--- config.mk ---
export PLATFORM = sky130hd
export DESIGN_NAME = carry_skip_adder_pipe_flat
export DESIGN_NICKNAME = d
export VERILOG_FILES = /design/src/rtl/csa_pkg.sv /design/src/rtl/carry_skip_adder_pipe_if.sv /design/src/rtl/csa_block.sv /design/src/rtl/carry_skip_adder_pipe.sv /design/src/flat_wrapper.sv
export SDC_FILE = /design/constraint.sdc
export NUM_CORES = 1
export LEC_CHECK = 0
export BUFFER_PORTS_ARGS = -buffer_cell sky130_fd_sc_hd__buf_2
export CAP_MARGIN = 20
export CORE_UTILIZATION = 30
export DETAILED_ROUTE_END_ITERATION = 7
export PLACE_DENSITY = 0.46
export SYNTH_ARGS = -nofsm -noshare
export SYNTH_HDL_FRONTEND = slang
export SYNTH_HIERARCHICAL = 1
export SYNTH_SLANG_ARGS = --single-unit
--- constraint.sdc ---
create_clock -name clk -period 3.4 [get_ports clk]
set_clock_uncertainty 0.1 [all_clocks]
set_input_delay 0.34 -clock clk [delete_from_list [all_inputs] [get_ports clk]]
set_output_delay 0.34 -clock clk [all_outputs]
set_load 0.02 [all_outputs]
--- src/rtl/csa_pkg.sv ---
// csa_pkg: shared constants and helpers for the pipelined carry-skip adder.
//   CSA_WIDTH / CSA_BLOCK : default operand width and skip-block width
//   csa_num_blocks()      : number of skip blocks, which is also the pipeline depth
package csa_pkg;

  localparam int CSA_WIDTH = 16;
  localparam int CSA_BLOCK = 4;

  function automatic int csa_num_blocks(input int width, input int block);
    return width / block;
  endfunction

endpackage

--- src/rtl/carry_skip_adder_pipe_if.sv ---
// carry_skip_adder_pipe_if: operand/result handshake bundle for carry_skip_adder_pipe.
//   in_valid/in_ready   : operand handshake (a, b, cin, sub)
//   out_valid/out_ready : result handshake (sum, cout, ovf)
//   master drives operands and accepts results; slave is the adder side.
interface carry_skip_adder_pipe_if #(
  parameter int WIDTH = csa_pkg::CSA_WIDTH
);
  logic             in_valid;
  logic             in_ready;
  logic [WIDTH-1:0] a;
  logic [WIDTH-1:0] b;
  logic             cin;
  logic             sub;
  logic             out_valid;
  logic             out_ready;
  logic [WIDTH-1:0] sum;
  logic             cout;
  logic             ovf;

  modport master (
    output in_valid, a, b, cin, sub, out_ready,
    input  in_ready, out_valid, sum, cout, ovf
  );

  modport slave (
    input  in_valid, a, b, cin, sub, out_ready,
    output in_ready, out_valid, sum, cout, ovf
  );
endinterface

--- src/rtl/csa_block.sv ---
// csa_block: one combinational carry-skip block.
//   a, b     : BLOCK-bit operand slices (b already inverted for subtraction)
//   ci       : carry into the block
//   s        : BLOCK-bit ripple sum
//   co       : carry out; bypasses the ripple chain when every bit propagates
//   c_msb_in : carry into the block's top bit (used for signed overflow)
module csa_block #(
  parameter int BLOCK = 4
) (
  input  logic [BLOCK-1:0] a,
  input  logic [BLOCK-1:0] b,
  input  logic             ci,
  output logic [BLOCK-1:0] s,
  output logic             co,
  output logic             c_msb_in
);
  logic [BLOCK:0] c;
  logic           p;

  always_comb begin
    c    = '0;
    s    = '0;
    c[0] = ci;
    for (int i = 0; i < BLOCK; i++) begin
      s[i]   = a[i] ^ b[i] ^ c[i];
      c[i+1] = (a[i] & b[i]) | (c[i] & (a[i] ^ b[i]));
    end
  end

  // All bits propagate: the carry out is just the carry in, no need to wait on the ripple.
  assign p        = &(a ^ b);
  assign co       = p ? ci : c[BLOCK];
  assign c_msb_in = c[BLOCK-1];
endmodule

--- src/rtl/carry_skip_adder_pipe.sv ---
// carry_skip_adder_pipe: pipelined carry-skip adder/subtractor, one stage per skip block.
//   clk, rst : clock (rising edge), asynchronous active-high reset
//   bus      : slave side of carry_skip_adder_pipe_if
//              in:  in_valid, a, b, cin, sub, out_ready
//              out: in_ready, out_valid, sum, cout, ovf
//   sub=0: sum = a + b + cin;  sub=1: sum = a - b (cin ignored, cout=1 means no borrow).
//   Latency NB = WIDTH/BLOCK cycles, one result per cycle; the whole pipe stalls on back-pressure.
module carry_skip_adder_pipe
  import csa_pkg::*;
#(
  parameter int WIDTH = CSA_WIDTH,
  parameter int BLOCK = CSA_BLOCK
) (
  input logic                    clk,
  input logic                    rst,
  carry_skip_adder_pipe_if.slave bus
);
  localparam int NB = csa_num_blocks(WIDTH, BLOCK);

  if (WIDTH % BLOCK != 0) begin : g_chk_div
    $error("carry_skip_adder_pipe: WIDTH must be a multiple of BLOCK");
  end
  if ($bits(bus.a) != WIDTH) begin : g_chk_if
    $error("carry_skip_adder_pipe: interface WIDTH does not match module WIDTH");
  end

  // Stage payload: operands travel with the slot so each stage only needs its own slice;
  // psum accumulates finished blocks from the bottom up.
  typedef struct packed {
    logic             valid;
    logic             carry;
    logic             cmsb;
    logic [WIDTH-1:0] psum;
    logic [WIDTH-1:0] a;
    logic [WIDTH-1:0] b;
  } stage_t;

  stage_t q [NB];
  stage_t src0;
  stage_t last;
  logic   adv;

  assign last         = q[NB-1];
  assign adv          = !last.valid || bus.out_ready;
  assign bus.in_ready = adv;

  // Subtraction is a + ~b + 1: invert b and force the carry in.
  always_comb begin
    src0       = '0;
    src0.valid = bus.in_valid;
    src0.carry = bus.sub ? 1'b1 : bus.cin;
    src0.a     = bus.a;
    src0.b     = bus.sub ? ~bus.b : bus.b;
  end

  for (genvar k = 0; k < NB; k++) begin : g_stg
    stage_t           prv;
    stage_t           nxt;
    logic [BLOCK-1:0] bs;
    logic             bco;
    logic             bcm;

    if (k == 0) begin : g_first
      assign prv = src0;
    end else begin : g_rest
      assign prv = q[k-1];
    end

    csa_block #(.BLOCK(BLOCK)) u_blk (
      .a        (prv.a[k*BLOCK +: BLOCK]),
      .b        (prv.b[k*BLOCK +: BLOCK]),
      .ci       (prv.carry),
      .s        (bs),
      .co       (bco),
      .c_msb_in (bcm)
    );

    always_comb begin
      nxt                         = prv;
      nxt.psum[k*BLOCK +: BLOCK]  = bs;
      nxt.carry                   = bco;
      nxt.cmsb                    = bcm;
    end

    always_ff @(posedge clk or posedge rst) begin
      if (rst)      q[k] <= '0;
      else if (adv) q[k] <= nxt;
    end
  end

  // Operands have no consumer past the last block.
  logic unused_last_ops;
  assign unused_last_ops = ^{last.a, last.b};

  assign bus.out_valid = last.valid;
  assign bus.sum       = last.psum;
  assign bus.cout      = last.carry;
  assign bus.ovf       = last.carry ^ last.cmsb;
endmodule

--- src/flat_wrapper.sv ---
// flat-port wrapper written by rule: the top's interface ports become plain ports
module carry_skip_adder_pipe_flat import csa_pkg::*;
#(
  parameter int WIDTH = CSA_WIDTH,
  parameter int BLOCK = CSA_BLOCK
)
  (clk, rst, bus_in_valid, bus_a, bus_b, bus_cin, bus_sub, bus_out_ready, bus_in_ready, bus_out_valid, bus_sum, bus_cout, bus_ovf);
  carry_skip_adder_pipe_if #(.WIDTH(WIDTH)) bus_i ();
  input logic clk;
  input logic rst;
  input wire logic [$bits(bus_i.in_valid)-1:0] bus_in_valid;
  input wire logic [$bits(bus_i.a)-1:0] bus_a;
  input wire logic [$bits(bus_i.b)-1:0] bus_b;
  input wire logic [$bits(bus_i.cin)-1:0] bus_cin;
  input wire logic [$bits(bus_i.sub)-1:0] bus_sub;
  input wire logic [$bits(bus_i.out_ready)-1:0] bus_out_ready;
  output wire logic [$bits(bus_i.in_ready)-1:0] bus_in_ready;
  output wire logic [$bits(bus_i.out_valid)-1:0] bus_out_valid;
  output wire logic [$bits(bus_i.sum)-1:0] bus_sum;
  output wire logic [$bits(bus_i.cout)-1:0] bus_cout;
  output wire logic [$bits(bus_i.ovf)-1:0] bus_ovf;
  assign bus_i.in_valid = bus_in_valid;
  assign bus_i.a = bus_a;
  assign bus_i.b = bus_b;
  assign bus_i.cin = bus_cin;
  assign bus_i.sub = bus_sub;
  assign bus_i.out_ready = bus_out_ready;
  assign bus_in_ready = bus_i.in_ready;
  assign bus_out_valid = bus_i.out_valid;
  assign bus_sum = bus_i.sum;
  assign bus_cout = bus_i.cout;
  assign bus_ovf = bus_i.ovf;
  carry_skip_adder_pipe #(.WIDTH(WIDTH), .BLOCK(BLOCK)) u_core (.clk(clk), .rst(rst), .bus(bus_i));
endmodule
==> run metrics <==
run status=complete, no violations; design area=5360 um2; share of cells above drive strength 1=47.9%; area of the core=15200 um2; proportion of total power due to net switching=30.8%; startpoint of the worst-slack reg-to-reg timing path=u_core/g_stg[1].nxt[20]$_DFFE_PP0P_; placed instance count=537; largest stage delay on the critical path=0.43 ns; count of buffers from port buffering=57; final slew viol count=0; FF+latch count, synth=97; H-tree depth reported by CTS=3; aggregate negative setup slack=0 ns; horizontal die dimension=127 um; first-pass iteration count of the detailed router=4; cell internal pwr=3.37 mW; cts bufs inserted=9; wire length after detailed routing=7430 um; number of vias per cell after detailed routing=4.18; data required time at the worst endpoint=3.53 ns; total nets after synthesis=385; final cell count without fillers=554; die extent in y=127 um; final count of negative-setup-slack endpoints=0; cell row count=45; overflow left after global routing=0; number of warnings reported in the yosys synthesis log=6; detailed placement HPWL=5240 um; Remaining DRCs=0; sw power=1.50 mW; Worst Path Class, Setup=reg -> reg; Final Hold Viols=0; global-route wire length before repair=12800 um; relative slew slack=47.8%; maximum capacitance violations=0; R2R Setup Slk=0.93 ns; worst reg-to-reg path cell count=8; final period utilization=72.5%; maximum vdd drop=0.000368 V; Die Footprint=16100 um2; CTS tree=done; Yosys top cell area share=51.9%; post-route ant nets=0; violation count after the first detailed-routing iteration=96; routed len/inst=13.4 um; Initial Util=30.8%; vias in the first global route=2434; share of total power in sequential cells=41.4%; upper clock frequency limit=0.406 GHz; Overall Global Routing Usage=10.4%; antenna violations before repair=1; setup repair after global routing missed its margin=no; leading cell types in the layout, fill and taps excluded=sky130_fd_sc_hd__dfrtp_1 (97), sky130_fd_sc_hd__mux2_2 (78), sky130_fd_sc_hd__buf_2 (57); synthesized netlist cell count=315; count of cells resized by post-cts repair=0; Clk pwr share=22.5%; CP max-delay cell=sky130_fd_sc_hd__fa_1; kind of path behind the tightest hold check=in -> async; Reg-to-Reg End=u_core/g_stg[2].prv[49]$_DFFE_PP0P_; cell type with the highest aggregate area in the netlist=sky130_fd_sc_hd__dfrtp_1; top cells by area, synth=sky130_fd_sc_hd__dfrtp_1 (52%), sky130_fd_sc_hd__mux2_2 (19%), sky130_fd_sc_hd__fa_1 (6.8%); clock transition at the register clock pins on the worst setup and hold paths after CTS=0.06 ns; standby leakage power=2.53 nW; share of the yosys chip area belonging to registers=51.9%; capture point of the worst path=u_core/g_stg[2].prv[49]$_DFFE_PP0P_; Layout area overhead=14.6%; peak fanout along the critical path=3; part of the power in combinational logic=36.2%; maximum clock insertion buffer count=2; Post CTS Setup Buffer Count=0; crit path launch type=flip-flop; Clock Root Buffer=sky130_fd_sc_hd__clkbuf_16; launch point of the worst path=u_core/g_stg[1].nxt[20]$_DFFE_PP0P_; post-detailed-placement cell area=5030 um2; cell area after technology mapping=4680 um2; IO Pins=58; pin count of the biggest net entering global routing=61; vias=2315; final-stage net count=430; transition time at the pin with the least slew margin=0.783 ns; endpoint class of the critical path=flip-flop; number of buffers inserted by hold repair at cts=0; distinct cell type count of the synthesized netlist=15; Placer Congestion=0.716; Period minus WS final=2.47 ns; power density cells=909 nW/um2; worst path cell trace=fa_1 > inv_1 > fa_1 > fa_1 > inv_1 > fa_1 > mux2_1 > mux2_2; arrival time reported for the critical path endpoint=2.59 ns; clock latency reported for the late side of the worst-skew pair=0.34 ns; total clock sinks=97; Avg Inst Size Synth=14.9 um2; most used cell, CP=sky130_fd_sc_hd__fa_1; most frequent standard cell in the layout excluding fill and tap cells=sky130_fd_sc_hd__dfrtp_1
sequential cells by signal (all words and copies together) (netlist names):
signal	cells
u_core/g_stg.nxt	75
u_core/bus.out_valid	1
u_core/g_stg.prv	3
u_core/bus.sum	16
u_core/bus.cout	1
u_core/last	1
final cells by class:
class,count,area [um2]
clock buffer,14,264
inverter,33,126
clock inverter,2,60.1
multi-input combinational,156,1910
tap,188,235
timing repair buffer,63,330
sequential,97,2430
antenna,1,2.50
fill,1508,9840
cells in the mapped netlist (all sizes together):
cell type,count
buf,29
dfrtp,97
fa,16
ha,16
inv,33
mux2,100
nand2b,2
nand4,4
or2,1
xor2,17
per-layer routing:
| layer | GRT usage [%] | part of all wire (%) | up-vias |
|---|---|---|---|
| li1 | - | - | 1111 |
| met1 | 14.7 | 52 | 1152 |
| met2 | 14.2 | 41 | 41 |
| met3 | 2.87 | 4.5 | 11 |
| met4 | 6.09 | 2.4 | 0 |
| met5 | 0 | 0 | - |
worst max-delay path: cells and delay by family, from the launching register on:
kind	cells	cell delay (ns)
adders and majority gates	4	1.13
buffers and inverters	2	0.13
DFF	1	0.42
muxes	2	0.57
cells by family (layout without fill, tap and decap cells):
group | after synthesis | in the layout | synth area share (%)
mux | 100 | 100 | 25.5
other cells | 0 | 1 | 0
buf+inv | 62 | 112 | 7.19
simple gates | 7 | 7 | 1.10
xor+xnor | 17 | 17 | 3.18
fa+ha+maj | 32 | 32 | 11.1
flops | 97 | 97 | 51.9
worst min path at each step:
| stage | start | end | slack [ns] |
|---|---|---|---|
| 6_report | rst | u_core/bus.sum[8]$_DFFE_PP0P_ | 0.04 |
| 5_1_grt | rst | u_core/g_stg[3].nxt[32]$_DFFE_PP0P_ | 0.12 |
| 4_1_cts | rst | u_core/bus.sum[3]$_DFFE_PP0P_ | 0.07 |
| 3_5_place_dp | u_core/g_stg[3].nxt[50]$_DFFE_PP0P_ | u_core/bus.out_valid$_DFFE_PP0P_ | 0.36 |
| 3_3_place_gp | u_core/g_stg[3].nxt[50]$_DFFE_PP0P_ | u_core/bus.out_valid$_DFFE_PP0P_ | 0.35 |
| 2_1_floorplan | u_core/g_stg[3].nxt[50]$_DFFE_PP0P_ | u_core/bus.out_valid$_DFFE_PP0P_ | 0.33 |
through the flow:
step	util [%]	total power, mW	setup WS [ns]	hold slack (ns)
after floorplan	-	3.54	0.426	0.330
after global placement	33.1	3.82	0.634	0.352
after detailed placement	33.1	3.86	0.609	0.356
after CTS	35.2	4.99	0.916	0.0692
after global routing	35.2	5.29	0.831	0.115
final	35.3	4.87	0.934	0.0404
power groups by stage:
| stage | combinational (mW) | sequential, mW | clock, mW |
|---|---|---|---|
| floorplan | 1.59 | 1.95 | 0 |
| global placement | 1.78 | 2.04 | 0 |
| detailed placement | 1.80 | 2.06 | 0 |
| CTS | 1.81 | 2.04 | 1.14 |
| global route | 1.99 | 2.11 | 1.19 |
| finish | 1.76 | 2.02 | 1.09 |
No activity file was read; power rests on OpenSTA's default activity.
